File: config.mk
export PLATFORM = sky130hd
export DESIGN_NAME = stage_f
export DESIGN_NICKNAME = d
export VERILOG_FILES = /design/src/rtl/fetch_pkg.sv /design/src/rtl/flopenr.sv /design/src/rtl/pc_next_sel.sv /design/src/rtl/stage_f.sv
export SDC_FILE = /design/constraint.sdc
export NUM_CORES = 1
export LEC_CHECK = 0
export CORE_MARGIN = 2
export CORE_UTILIZATION = 34
export CTS_CLUSTER_SIZE = 40
export DETAILED_ROUTE_END_ITERATION = 6
export MAX_ROUTING_LAYER = met4
export PLACE_DENSITY_LB_ADDON = 0.25
export SYNTH_ARGS = -nofsm -noshare
export SYNTH_HDL_FRONTEND = slang
export SYNTH_SLANG_ARGS = --single-unit
File: constraint.sdc
create_clock -name clk -period 2.9 [get_ports clk]
set_input_delay 0.87 -clock clk [delete_from_list [all_inputs] [get_ports clk]]
set_output_delay 0.87 -clock clk [all_outputs]
set_load 0.05 [all_outputs]
File: src/rtl/fetch_pkg.sv
// fetch_pkg: fetch-stage FSM states and default fetch constants
package fetch_pkg;
    typedef enum logic [1:0] {F_REQ, F_WAIT, F_HAVE, F_DROP} fstate_t;
    localparam logic [31:0] RESET_PC_DEF = 32'h0000_0000;
    localparam int unsigned PC_STEP_DEF  = 4;
endpackage

File: src/rtl/flopenr.sv
// flopenr: enabled register with asynchronous active-high reset to INIT
//   clk, rst : clock, async reset
//   en_i     : load d_i on the rising edge
//   d_i/q_o  : data in / registered data out
module flopenr #(
    parameter int              WIDTH = 32,
    parameter logic [WIDTH-1:0] INIT = '0
) (
    input  logic             clk,
    input  logic             rst,
    input  logic             en_i,
    input  logic [WIDTH-1:0] d_i,
    output logic [WIDTH-1:0] q_o
);
    always_ff @(posedge clk or posedge rst)
        if (rst) q_o <= INIT;
        else if (en_i) q_o <= d_i;
endmodule

File: src/rtl/pc_next_sel.sv
// pc_next_sel: next-PC priority mux (ARM W > RISC-V E > sequential) and PC incrementer
//   pcf_i                     : current fetch PC
//   pcsrc_w_i / result_w_i    : ARM r15 write retiring in W and its target
//   pcsrc_e_i / pc_target_e_i : RISC-V taken branch/jump in E and its target
//   pc_plus4_o                : pcf_i + PC_STEP (wraps mod 2^32)
//   pc_next_o                 : selected next PC
module pc_next_sel
    import fetch_pkg::*;
#(
    parameter int unsigned PC_STEP = PC_STEP_DEF
) (
    input  logic [31:0] pcf_i,
    input  logic        pcsrc_w_i,
    input  logic [31:0] result_w_i,
    input  logic        pcsrc_e_i,
    input  logic [31:0] pc_target_e_i,
    output logic [31:0] pc_plus4_o,
    output logic [31:0] pc_next_o
);
    assign pc_plus4_o = pcf_i + 32'(PC_STEP);
    // W carries the older instruction, so its redirect wins
    assign pc_next_o = pcsrc_w_i ? result_w_i : pcsrc_e_i ? pc_target_e_i : pc_plus4_o;
endmodule

File: src/rtl/stage_f.sv
// stage_f: fetch stage - PC register, next-PC select, single-outstanding imem handshake
//   clk, rst            : clock, async active-high reset
//   StallF              : hold PCF and buffered instruction
//   PCSrcE, PCTargetE   : RISC-V redirect from E
//   PCSrcW, ResultW     : ARM r15 write redirect from W (higher priority)
//   IReq, IAddr, IReady : imem request channel (issue = IReq & IReady)
//   IRValid, IRData     : imem response channel
//   PCF, PCPlus4F, RDD  : fetch PC, PC + step, instruction for PCF
//   IMissF              : instruction for PCF not yet available
module stage_f
    import fetch_pkg::*;
#(
    parameter logic [31:0] RESET_PC = RESET_PC_DEF,
    parameter int unsigned PC_STEP  = PC_STEP_DEF
) (
    input  logic        clk,
    input  logic        rst,
    input  logic        StallF,
    input  logic        PCSrcE,
    input  logic [31:0] PCTargetE,
    input  logic        PCSrcW,
    input  logic [31:0] ResultW,
    output logic        IReq,
    output logic [31:0] IAddr,
    input  logic        IReady,
    input  logic        IRValid,
    input  logic [31:0] IRData,
    output logic [31:0] PCF,
    output logic [31:0] PCPlus4F,
    output logic [31:0] RDD,
    output logic        IMissF
);
    fstate_t     state_q, state_d;
    logic [31:0] pc_next, ibuf_q;
    logic        redirect, have, wait_hit, imiss, advance;

    assign redirect = PCSrcW | PCSrcE;
    assign have     = state_q == F_HAVE;
    // response cycle in F_WAIT is bypassed straight to RDD
    assign wait_hit = (state_q == F_WAIT) & IRValid;
    assign imiss    = ~(have | wait_hit);
    assign advance  = ~StallF & ~imiss;

    pc_next_sel #(.PC_STEP(PC_STEP)) u_sel (
        .pcf_i         (PCF),
        .pcsrc_w_i     (PCSrcW),
        .result_w_i    (ResultW),
        .pcsrc_e_i     (PCSrcE),
        .pc_target_e_i (PCTargetE),
        .pc_plus4_o    (PCPlus4F),
        .pc_next_o     (pc_next)
    );

    // redirects update PCF regardless of stall or miss
    flopenr #(.WIDTH(32), .INIT(RESET_PC)) u_pc (
        .clk  (clk),
        .rst  (rst),
        .en_i (advance | redirect),
        .d_i  (pc_next),
        .q_o  (PCF)
    );

    // capturing on a discarded response is harmless: the FSM leaves F_HAVE unused
    flopenr #(.WIDTH(32), .INIT(32'h0)) u_ibuf (
        .clk  (clk),
        .rst  (rst),
        .en_i (wait_hit),
        .d_i  (IRData),
        .q_o  (ibuf_q)
    );

    always_ff @(posedge clk or posedge rst)
        if (rst) state_q <= F_REQ;
        else state_q <= state_d;

    // a request already issued for the old PC must be drained in F_DROP
    always_comb begin
        state_d = state_q;
        case (state_q)
            F_REQ:   state_d = IReady ? (redirect ? F_DROP : F_WAIT) : F_REQ;
            F_WAIT:  state_d = IRValid ? ((redirect | advance) ? F_REQ : F_HAVE)
                                       : (redirect ? F_DROP : F_WAIT);
            F_HAVE:  state_d = (redirect | advance) ? F_REQ : F_HAVE;
            F_DROP:  state_d = IRValid ? F_REQ : F_DROP;
            default: state_d = F_REQ;
        endcase
    end

    always_comb begin
        IReq   = state_q == F_REQ;
        IAddr  = PCF;
        IMissF = imiss;
        RDD    = have ? ibuf_q : IRData;
    end

    // a response is only legal while a request is outstanding
    a_no_orphan_rsp: assert property (@(posedge clk) disable iff (rst)
        !(IRValid && (state_q == F_REQ || have)));
endmodule
==> run_results.csv, run 1 <==
group,metric,value,unit
status,status,"finished with violations",
status,violations,"negative setup slack",
sta,drv_slew,0,
yosys,synth_compound_area_share,11.1,%
yosys,synthSimpleGateAreaFrac,23.9,%
run,cap_violations,0,
worst_setup_path,crit_fanout,4,
routing,drt_wl_total,16200,microns
yosys,postSynthAreaPerCell,8.66,sq um
worst_setup_path,rr_worst_depth,6,
layout,stdcell_area,0.00842,sq mm
yosys,ys_async_sr_fraction,100,%
clocking,cts_tree,"done",
floorplanning,io_pins,233,
layout,multi_input_area,0.00281,sq mm
sta,fin_hold_ws,0.505,ns
power,p_leak,0.00355,uW
sta,min_period,2.90,ns
layout,n_antenna_cell,0,
global_routing,grt_antenna_before_repair,0,
routing,vias_per_cell,4.97,
floorplanning,num_rows,41,
sta,max-slew-margin-rel,62.5,%
sta,worst_slew_pin_slew,0.561,ns
place,place.gp.congestion,0.866,
floorplanning,die_w,118,microns
yosys,syn_area,0.00445,sq mm
routing,first_pass_iters,4,
sta,finClkSkew,0.00810,ns
power,clkPwrFrac,16.2,%
worst_setup_path,startpoint_type,"flip-flop",
global_routing,gr-total-overflow,0,
clocking,cts.path.max_buffers,2,
routing,num_vias,4670,
yosys,muxShareOfSynthArea,9.44,%
sta,fmaxAchievable,344,MHz
power,peakVddDrop,0.541,mV
floorplanning,start_util,35.0,%
clocking,cts-htree-levels,3,
yosys,ys_ff_latch,66,
worst_setup_path,cp.required,2.03,ns
clocking,cts-root-buf,"clkbuf_16",
yosys,synth_top_family_by_area,"simple AND/OR/NAND/NOR gates",
yosys,synth-xor-area-share,9.05,%
routing,wl_per_cell,17.2,microns
yosys,ys.flop_type,"dfrtp_1",
sta,hold_viol,0,
layout,final_common_cell,"clkdlybuf4s50_1",
worst_setup_path,crit_type,"reg2out",
floorplanning,coreArea,0.0127,sq mm
sta,finalCritPeriodShare,100,%
yosys,synthDistinctLibCells,50,
yosys,synthAdderAreaFrac,0.281,%
clocking,clk_latency,0.32,ns
worst_setup_path,end_kind,"output port",
global_routing,grt_max_degree,67,
power,power_switching,3040,uW
layout,fill_cells,1040,
power,internal_power,3720,uW
global_routing,grt_pass1_vias,4707,
layout,drive_gt1_share,34.6,%
layout,final_nets,866,
routing,ant_nets,0,
global_routing,grt_pass1_wl,25400,microns
yosys,syn_inst,514,
clocking,cts_buffers,9,
layout,final-seq-area,0.00168,sq mm
power,power_frac_comb,62.5,%
hold_path,hold_path.class,"reg2reg",
layout,area_delta_synth_final,89.1,%
global_routing,track_usage,23.3,%
place,place_hpwl,12400,microns
layout,final_cell_mix,"171 x clkdlybuf4s50_1, 126 x nand2_1, 70 x buf_4",
hold_path,hold_path_depth,1,
floorplanning,die_y,118,microns
sta,grt_setup_unrepaired,"true",
clocking,clkTransAtPathRegs,0.06,ns
clocking,clock-sinks,66,
place,placed_cell_area,0.00779,sq mm
sta,setup_viol,1,
yosys,yosysWarnings,0,
floorplanning,dieArea,0.0140,sq mm
power,switching_share,44.9,%
routing,drc,0,
worst_setup_path,worstPathArrival,2.03,ns
yosys,synth_edf_count,0,
routing,drt_iter0_drc,273,
power,power_density,803,mW/mm^2
yosys,syn_nets,618,
place,port_buffers,232,
sta,setup_slack,-0.00295,ns
power,p_seq_share,21.3,%
yosys,ys_seq_area_share,37.1,%
[synthesized netlist by cell type, types with 2 or more instances]
| cell | n | area [sq um] |
|---|---|---|
| buf_1 | 6 | 22.5 |
| nor2_1 | 30 | 113 |
| nand4_4 | 3 | 63.8 |
| a21o_1 | 2 | 15.0 |
| or2_2 | 3 | 18.8 |
| inv_1 | 5 | 18.8 |
| nand4_1 | 4 | 25.0 |
| mux2i_1 | 6 | 60.1 |
| a22o_1 | 3 | 26.3 |
| mux2_2 | 32 | 360 |
| nand2_1 | 128 | 480 |
| a22oi_1 | 7 | 52.6 |
| and3_1 | 7 | 43.8 |
| a21oi_1 | 23 | 115 |
| o21ai_0 | 19 | 95.1 |
| dfrtp_1 | 66 | 1650 |
| buf_2 | 2 | 10.0 |
| buf_6 | 3 | 33.8 |
| o22ai_1 | 11 | 68.8 |
| nand3b_1 | 2 | 15.0 |
| nor2b_1 | 4 | 25.0 |
| nor3_1 | 4 | 20.0 |
| nand3_2 | 2 | 20.0 |
| nor4_4 | 2 | 42.5 |
| nor3_2 | 3 | 30.0 |
| nand3_1 | 18 | 90.1 |
| clkbuf_1 | 17 | 63.8 |
| buf_4 | 34 | 255 |
| o31ai_1 | 3 | 22.5 |
| xor2_1 | 16 | 140 |
| xnor2_1 | 30 | 263 |
[area by class of cell]
type	count	area share, %
Inverter	6	0.267
Clock inverter	7	0.906
Clock buffer	9	2.67
Tap cell	172	2.56
Timing Repair Buffer	299	40.2
Multi-Input combinational cell	380	33.4
Sequential cell	66	20.0
[kinds of logic after synthesis]
family,count (synthesis)
and+or+nand+nor,217
AOI/OAI and AO/OA,78
buffers and inverters,68
DFF,66
xor gates and xnor gates,46
muxes,38
adders and majority gates,1
[critical path, cell delays in order, from the launching register on]
cell     delay [ns]
dfrtp_2        0.42
ha_4           0.18
nand2_4        0.07
nor4_4         0.33
nand3_4        0.17
nor2_4         0.21
xor2_4         0.18
buf_12         0.15
[what timing repair did]
item,in CTS,in global routing
setup buffers,12,13
hold buffers,0,0
pin swaps,9,10
gates resized for setup,18,13
setup endpoints to repair,16,16
hold endpoints to repair,0,0
[registers in the layout, indices dropped and copies added, names as in the netlist]
signal and flops:
state_q 2, u_pc.q_o 32, u_ibuf.q_o 32
[power by group through the flow]
stage | Combinational, uW | Sequential, uW | Clock [uW]
CTS | 4210 | 1430 | 1120
detailed placement | 4150 | 1470 | 0
finish | 4230 | 1440 | 1100
floorplan | 2260 | 1620 | 0
global placement | 4100 | 1440 | 0
global route | 4410 | 1480 | 1160
[through the flow]
| stage | util [%] | total power (uW) | setup slack [ns] | cells | setup TNS, ns |
|---|---|---|---|---|---|
| 3_3_place_gp | 61.2 | 5540 | 0.118 | 898 | 0 |
| 2_1_floorplan | - | 3880 | -0.0832 | 514 | -0.156 |
| 4_1_cts | 64.9 | 6760 | -0.0143 | 926 | -0.0143 |
| 3_5_place_dp | 61.2 | 5620 | 0.0947 | 898 | 0 |
| 5_1_grt | 66.2 | 7040 | -0.0715 | 939 | -0.167 |
| 6_report | 66.2 | 6760 | -0.00295 | 939 | -0.00295 |
[path summary, 6_finish.rpt]
check | endpoint | startpoint | slack, ns
setup reg to reg | u_pc.q_o[19] | state_q[0] | 0.72
hold / removal | u_ibuf.q_o[5] | u_ibuf.q_o[5] | 0.50
hold reg to reg | u_ibuf.q_o[5] | u_ibuf.q_o[5] | 0.50
setup / recovery | PCPlus4F[20] | u_pc.q_o[3] | -0.003
max in group asynchronous | u_pc.q_o[7] | rst | 1.65
min in group asynchronous | u_ibuf.q_o[7] | rst | 0.95
[layer usage]
layer  global-route usage (%)  share of wire [%]  routed length, microns  up-vias
met5                        -                  0                       0        -
met4                     7.07                1.5                     238        0
met3                     3.86                6.9                    1120       15
met2                     38.3                 50                    8130      184
met1                     29.7                 41                    6680     2263
li1                         -                  -                       -     2208
No activity file was read; power rests on OpenSTA's default activity.
==> run 2, diff against run 1 <==
- SYNTH_HIERARCHICAL: not set -> 1
==> run 2 against run 1 <==
  * The flow still finishes with violations (negative setup slack)
  * Sequential share of layout area shrank 0.17 points
  * Highest routed layer unchanged
  * Cell count shrank 9.7%
  * Synthesized cell count shrank 15%
  * Critical endpoint is now PCPlus4F[31]
==> run_results.csv, run 2 <==
group,metric,value,unit
status,status,"finished with violations",
status,violations,"negative setup slack",
routing,vias_per_cell,4.92,
clocking,clock-sinks,66,
floorplanning,dieArea,0.0158,sq mm
floorplanning,die_w,126,microns
routing,num_vias,4169,
routing,wl_met2,7180,microns
yosys,synthTopCellsByArea,"dfrtp_1 33%, mux2_4 26%, buf_4 5.2%, mux2i_1 3.8%, buf_12 3.6%",
sta,worst_slew_pin_slew,0.798,ns
floorplanning,coreArea,0.0145,sq mm
sta,max-slew-margin-rel,46.7,%
sta,setup_viol,1,
floorplanning,start_util,34.7,%
yosys,ys.flop_type,"dfrtp_1",
yosys,synthMostInstantiatedCell,"mux2_4",
power,p_leak,0.00372,uW
yosys,syn_inst,438,
sta,hold_viol,0,
clocking,ctsHoldBuffers,0,
worst_setup_path,crit_fanout,10,
power,peakVddDrop,0.331,mV
routing,first_pass_iters,4,
global_routing,gr-total-overflow,0,
layout,final_common_cell,"clkdlybuf4s50_1",
layout,area_delta_synth_final,68.3,%
layout,final_cell_mix,"169 x clkdlybuf4s50_1, 88 x mux2_4, 56 x buf_12",
routing,wl_per_cell,17.7,microns
sta,fmaxAchievable,343,MHz
power,finalPower,7300,uW
routing,wl_met1,6540,microns
global_routing,track_usage,19.2,%
floorplanning,num_rows,44,
yosys,ys_async_sr_fraction,100,%
routing,route.top_layer_used,"met4",
global_routing,grt_antenna_before_repair,0,
worst_setup_path,cp.required,2.03,ns
worst_setup_path,startpoint_type,"flip-flop",
routing,ant_nets,0,
power,power_density,860,mW/mm^2
clocking,clk_latency,0.33,ns
yosys,synthTopCellsByCount,"88 x mux2_4, 66 x dfrtp_1, 37 x nand2_1, 35 x buf_4, 20 x o21ai_0",
layout,final_util,58.4,%
sta,setup_slack,-0.0197,ns
clocking,clkTransAtPathRegs,0.05,ns
routing,drc,0,
worst_setup_path,setup.worst_path.start,"u_pc/q_o[9]",
clocking,cts-htree-levels,3,
worst_setup_path,worstPathArrival,2.05,ns
place,place.gp.congestion,0.791,
sta,finClkSkew,0.00685,ns
sta,fin_hold_ws,0.504,ns
yosys,synth_edf_count,0,
yosys,syn_nets,542,
layout,n_antenna_cell,0,
routing,met3_length,912,microns
layout,final_nets,764,
yosys,synth_top_area_share,32.7,%
yosys,ys_ff_latch,66,
worst_setup_path,crit_type,"reg2out",
sta,grt_setup_unrepaired,"true",
sta,min_period,2.92,ns
yosys,synthDistinctLibCells,50,
layout,reg.largest.list,"u_ibuf/q_o x32, u_pc/q_o x32, state_q x2",
floorplanning,io_pins,233,
clocking,cts_buffers,9,
place,port_buffers,232,
yosys,ys_seq_area_share,32.7,%
clocking,cts-root-buf,"clkbuf_16",
hold_path,holdCritStartpoint,"u_ibuf/q_o[0]",
sta,finalCritPeriodShare,101,%
yosys,postSynthAreaPerCell,11.5,sq um
layout,fill_cells,1246,
routing,drt_wl_total,15000,microns
worst_setup_path,r2r_start,"state_q[0]",
yosys,syn_area,0.00505,sq mm
routing,drt_iter0_drc,194,
global_routing,grt_pass1_vias,4364,
layout,drive_gt1_share,42.3,%
yosys,yosysWarnings,6,
clocking,cts.path.max_buffers,2,
sta,drv_slew,0,
run,cap_violations,0,
place,place_hpwl,11100,microns
clocking,cts_tree,"done",
floorplanning,die_y,126,microns
global_routing,grt_max_degree,39,
yosys,yosys.area.top_type,"dfrtp_1",
hold_path,hold_path.class,"reg2reg",
global_routing,grt_pass1_wl,23500,microns
worst_setup_path,end_kind,"output port",
-- run 2: cell count changes in the layout (fill, tap and decap cells not counted), sizes merged, moves of 5 or more --
cell	before	now
nand2	128	37
mux2	32	97
buf	128	103
nor2	30	6
a21oi	24	1
xnor2	30	12
mux2i	6	19
o22ai	11	0
nand3	20	12
and3	8	2
xor2	16	10
a22oi	7	2
-- run 2: critical path: stages, from the launching register on --
cell and delay, ns:
dfrtp_2 0.41, and4_4 0.30, nand4_4 0.22, nor4_4 0.42, xor2_4 0.21, buf_12 0.16
-- run 2: kinds of logic after synthesis --
kind of cell,synth area share (%)
fa+ha+maj,0.248
xor+xnor,3.97
mux,32.0
buf+inv,11.3
compound gates,6.89
flops,32.7
simple gates,12.9
-- run 2: per-stage QoR --
step	setup slack (ns)	std cells	TNS [ns]	cell area (sq um)
after CTS	-0.0264	846	-0.0401	8450
after detailed placement	0.114	822	0	7990
after global placement	0.129	822	0	7990
after global routing	-0.0854	848	-0.464	8490
after floorplan	-0.0405	438	-0.0405	5200
final	-0.0197	848	-0.0197	8490
-- run 2: cell type report --
class | count | area, sq um | share of cell area, %
clock buffers | 13 | 270 | 3.18
clock inverters | 2 | 60.1 | 0.707
inverters | 7 | 26.3 | 0.309
multi-input cells | 303 | 3050 | 35.9
flip-flops and latches | 66 | 1680 | 19.8
well taps | 184 | 230 | 2.71
repair buffers | 273 | 3180 | 37.4
-- run 2: layer usage --
layer  vias up  track usage [%]
li1       1967                -
met1      2006             23.3
met2       171             31.7
met3        25             3.99
met4         0             6.72
met5         -                -
-- run 2: worst paths after layout --
| path | slack, ns | cells after the start | to |
|---|---|---|---|
| setup / recovery | -0.02 | 5 | PCPlus4F[31] |
| hold / removal | 0.50 | 1 | u_ibuf/q_o[0] |
| setup reg to reg | 0.73 | 7 | u_pc/q_o[12] |
| hold reg to reg | 0.50 | 1 | u_ibuf/q_o[0] |
| max in group asynchronous | 1.50 | 3 | u_pc/q_o[25] |
| min in group asynchronous | 0.77 | 2 | state_q[0] |
-- run 2: what timing repair did --
item / CTS / global route
pin swaps: 5 / 3
endpoints found under the setup margin: 20 / 12
setup buffers: 9 / 2
resized for setup: 22 / 5
-- run 2: where the power goes --
part | switching [uW] | internal, uW
clock | 384 | 818
sequential | 227 | 1250
combinational | 2400 | 2220
==> variant 1: new RTL, settings of run 1 <==
The 4 states of `fstate_t` get a one-hot encoding in 4 bits.
--- a/src/rtl/fetch_pkg.sv
+++ b/src/rtl/fetch_pkg.sv
@@ -1,6 +1,6 @@
 // fetch_pkg: fetch-stage FSM states and default fetch constants
 package fetch_pkg;
-    typedef enum logic [1:0] {F_REQ, F_WAIT, F_HAVE, F_DROP} fstate_t;
+    typedef enum logic [3:0] {F_REQ = 4'b0001, F_WAIT = 4'b0010, F_HAVE = 4'b0100, F_DROP = 4'b1000} fstate_t;
     localparam logic [31:0] RESET_PC_DEF = 32'h0000_0000;
     localparam int unsigned PC_STEP_DEF  = 4;
 endpackage
Formal check against the unedited RTL: same outputs for any inputs over 10 cycles, from zero or initial values and one cycle with rst high; not proved beyond that.
==> variant 1 against run 1 <==
  * Synthesized area increased by 5.2%
  * Wire length increased by 4.2%
  * Non-clock buffer count increased by 5
  * Utilization decreased by 2.0 points
  * Cell count decreased by 1.9%
  * Synthesized cell count decreased by 5.3%
  * Clock skew about the same
  * Cell area increased by 1.8%
  * Setup slack improved by 49 ps
  * Sequential cell count increased by 2
  * First-iteration DRC count increased by 1.5%
  * Critical endpoint is now RDD[23]
Power is not compared: it rests on default switching activity, and its combinational part moved more than twofold at a synthesized area within 25%.
==> variant 1: results (changes against run 1) <==
* R2R Path End: u_pc.q_o[27]$_DFFE_PP0P_ (was u_pc.q_o[19]$_DFFE_PP0P_)
* Gr usage total at 23.1% (was 23.3%)
* Worst-path fanout max at 35 (was 4)
* Clock skew at 7.89 ps (was 8.10 ps)
* Adder-cell area share of the yosys netlist at 0.267% (was 0.281%)
* Largest net degree at the start of global routing at 69 (was 67)
* Clock buffers at 10 (was 9)
* Fraction of area in multi-input gates at 35.1% (was 33.4%)
* Post-DP HPWL at 12700 um (was 12400 um)
* Core ar. at 13300 um2 (was 12700 um2)
* Reg2reg start: u_pc.q_o[12]$_DFFE_PP0P_ (was state_q[0]$_DFF_PP0_)
* Synth Area in Compound Gates at 14.8% (was 11.1%)
* Wirelength, routed at 16800 um (was 16200 um)
* CP Launch Point: state_q[1]$_DFF_PP0_ (was u_pc.q_o[3]$_DFFE_PP0P_)
* Status: complete, no violations (was finished, violations left)
* Net Count, Synth at 591 (was 618)
* Via Count at 4841 (was 4670)
* Layout Nets at 844 (was 866)
* Crit path max-delay family: flip-flops (was simple AND/OR/NAND/NOR gates)
* Synth Area per Inst at 9.62 um2 (was 8.66 um2)
* Post-Synth XOR/XNOR Area at 6.73% (was 9.05%)
* Layout cells sized above 1 at 39.5% (was 34.6%)
* Crit path DAT at 1980 ps (was 2030 ps)
* Placed cell count at 874 (was 898)
* Worst Setup EP: RDD[23] (was PCPlus4F[20])
* Worst r2r path cells at 8 (was 6)
* Hold Crit Start: u_ibuf.q_o[15]$_DFFE_PP0P_ (was u_ibuf.q_o[5]$_DFFE_PP0P_)
* Clock-cell share at 3.80% (was 3.58%)
* Sequential fraction of the synthesis area at 36.4% (was 37.1%)
* Fill cells at 1066 (was 1040)
* CTS-repair resized insts at 16 (was 18)
* Fmax at 0.350 GHz (was 0.344 GHz)
* Largest cells by area after synthesis: dfrtp_1 (36%), mux2_2 (14%), buf_4 (5.4%) (was dfrtp_1 (37%), nand2_1 (11%), mux2_2 (8.1%))
* Setup slack, reg-to-reg at 1010 ps (was 720 ps)
* CP max stage delay at 490 ps (was 420 ps)
* Post-CTS setup buffer count at 15 (was 12)
* First-pass GRT wire length at 25600 um (was 25400 um)
* Invs w/o clock at 11 (was 6)
* List of most frequent post-synthesis cells: dfrtp_1 (67), mux2_2 (60), buf_4 (34) (was nand2_1 (128), dfrtp_1 (66), buf_4 (34))
* Multi-input gates at 346 (was 380)
* FF/Latch Area at 1740 um2 (was 1680 um2)
-- variant 1: cell count changes in the layout (fill, tap and decap cells not counted), sizes merged, moves of 4 or more --
cell	before	now
nand3	20	15
xnor2	30	21
buf	128	135
mux2	32	64
o21a	0	6
o22ai	11	6
o21ai	20	29
o31ai	3	7
nand2	128	33
nand4	7	13
a221oi	0	5
-- variant 1: metal layers --
| layer | global-route usage, % | vias to the layer above | part of all wire, % |
|---|---|---|---|
| li1 | - | 2238 | - |
| met1 | 26.5 | 2331 | 40 |
| met2 | 39.2 | 234 | 50 |
| met3 | 5.64 | 38 | 8.0 |
| met4 | 8.12 | 0 | 2.7 |
| met5 | - | - | 0 |
-- variant 1: power breakdown --
group / internal (mW) / switching (mW)
Sequential: 1.19 / 0.179
Combinational: 0.905 / 1.16
Clock: 0.776 / 0.424
Total: 2.87 / 1.76
==> variant 2: new RTL, flow settings as in run 1 <==
Made on the original files. Add an input register stage for `PCTargetE`, with the module's reset; this delays it by one clock. The other inputs are not delayed to match.
--- a/src/rtl/stage_f.sv
+++ b/src/rtl/stage_f.sv
@@ -30,6 +30,17 @@
     output logic [31:0] RDD,
     output logic        IMissF
 );
+
+    logic [31:0] PCTargetE_q;
+
+    always_ff @(posedge clk or posedge rst) begin
+        if (rst) begin
+            PCTargetE_q <= '0;
+        end else begin
+            PCTargetE_q <= PCTargetE;
+        end
+    end
+
     fstate_t     state_q, state_d;
     logic [31:0] pc_next, ibuf_q;
     logic        redirect, have, wait_hit, imiss, advance;
@@ -46,7 +57,7 @@
         .pcsrc_w_i     (PCSrcW),
         .result_w_i    (ResultW),
         .pcsrc_e_i     (PCSrcE),
-        .pc_target_e_i (PCTargetE),
+        .pc_target_e_i (PCTargetE_q),
         .pc_plus4_o    (PCPlus4F),
         .pc_next_o     (pc_next)
     );
Check against the original RTL: not equivalent (a bounded check fails within 4 cycles, from zero or initial values and one cycle with rst high).
==> variant 2 against run 1 <==
  * The run still ends with negative setup slack left
  * Synthesized area grew 19%
  * Worst hold slack lost 3.8 ps
  * Count of clock-buffer cells in the layout grew 2
  * Wire length grew 8.0%
  * Utilization shrank 4.6 points
  * Power grew 9.1%
  * Sequential cell count grew 32
  * Setup slack lost 68 ps
  * Synthesized cell count shrank 4.7%
  * Cell area grew 11%
  * Maximum frequency shrank 2.3%
  * Critical endpoint is now PCPlus4F[28]
==> variant 2: results (changes against run 1) <==
* Failing checks: negative setup slack (unchanged)
* Data buffer area share at 37.1% (was 40.2%)
* Routed length per placed instance at 18.7 um (was 17.2 um)
* Number of detailed-route iterations in the first pass at 5 (was 4)
* Setup_tns at -205 ps (was -2.95 ps)
* Net Count, Synth at 594 (was 618)
* WL met3 at 1480 um (was 1120 um)
* Final setup vio count at 6 (was 1)
* Worst Hold Path EP: u_pc.q_o[19]$_DFFE_PP0P_ (was u_ibuf.q_o[5]$_DFFE_PP0P_)
* Placed cell areas at 8660 um2 (was 7790 um2)
* Via Count at 4874 (was 4670)
* Placed cell count at 886 (was 898)
* Switching pwr at 3.09 mW (was 3.04 mW)
* FF/Latch Area at 2480 um2 (was 1680 um2)
* Clock buffers at 11 (was 9)
* PnR Total Power at 7.38 mW (was 6.76 mW)
* Static Leak at 3.89 nW (was 3.55 nW)
* Iter 0 DRT Violations at 230 (was 273)
* Pre-CTS setup slack at 53.0 ps (was 94.7 ps)
* Maximum vdd ir drop at 0.617 mV (was 0.541 mV)
* Hold Crit Start: PCTargetE_q[19]$_DFF_PP0_ (was u_ibuf.q_o[5]$_DFFE_PP0P_)
* Setup ws final at -71.0 ps (was -2.95 ps)
* Synth Area per Inst at 10.8 um2 (was 8.66 um2)
* First-pass GRT wire length at 26900 um (was 25400 um)
* Fill cells at 1218 (was 1040)
* Post-CTS setup buffer count at 15 (was 12)
* Largest cells by area after synthesis: dfrtp_1 (46%), mux2_2 (14%), buf_4 (5.0%) (was dfrtp_1 (37%), nand2_1 (11%), mux2_2 (8.1%))
* Status: finished, violations left (unchanged)
* Setup slack, reg-to-reg at 770 ps (was 720 ps)
* Crit path DAT at 2100 ps (was 2030 ps)
* Slew margin rel. at 52.6% (was 62.5%)
* Gr usage total at 21.9% (was 23.3%)
* Clock skew at 7.77 ps (was 8.10 ps)
## variant 2: cell count changes after synthesis, moves of 5 or more
cell      before  now
mux2_2        32   64
o22ai_1       11    6
nor2_1        30   12
a22oi_1        7   12
nand4_1        4   11
inv_1          5   11
buf_2          2    9
nand2b_1       0    7
xor2_1        16   11
xnor2_1       30   25
nand2_1      128   30
dfrtp_1       66   98
## variant 2: logic make-up (layout without fill, tap and decap cells)
group / after synthesis / in the layout / synth area share, %
xor gates and xnor gates: 36 / 36 / 5.96
muxes: 74 / 74 / 15.5
DFF: 98 / 98 / 46.3
adders and majority gates: 1 / 1 / 0.236
other: 0 / 1 / 0
AOI/OAI and AO/OA: 91 / 91 / 11.4
buffers and inverters: 75 / 329 / 8.04
and+or+nand+nor: 115 / 115 / 12.6
## variant 2: metal layers
layer	GRT usage (%)	up-vias
li1	-	2220
met2	35.7	224
met1	26.1	2400
met5	-	-
met4	6.14	0
met3	7.03	30
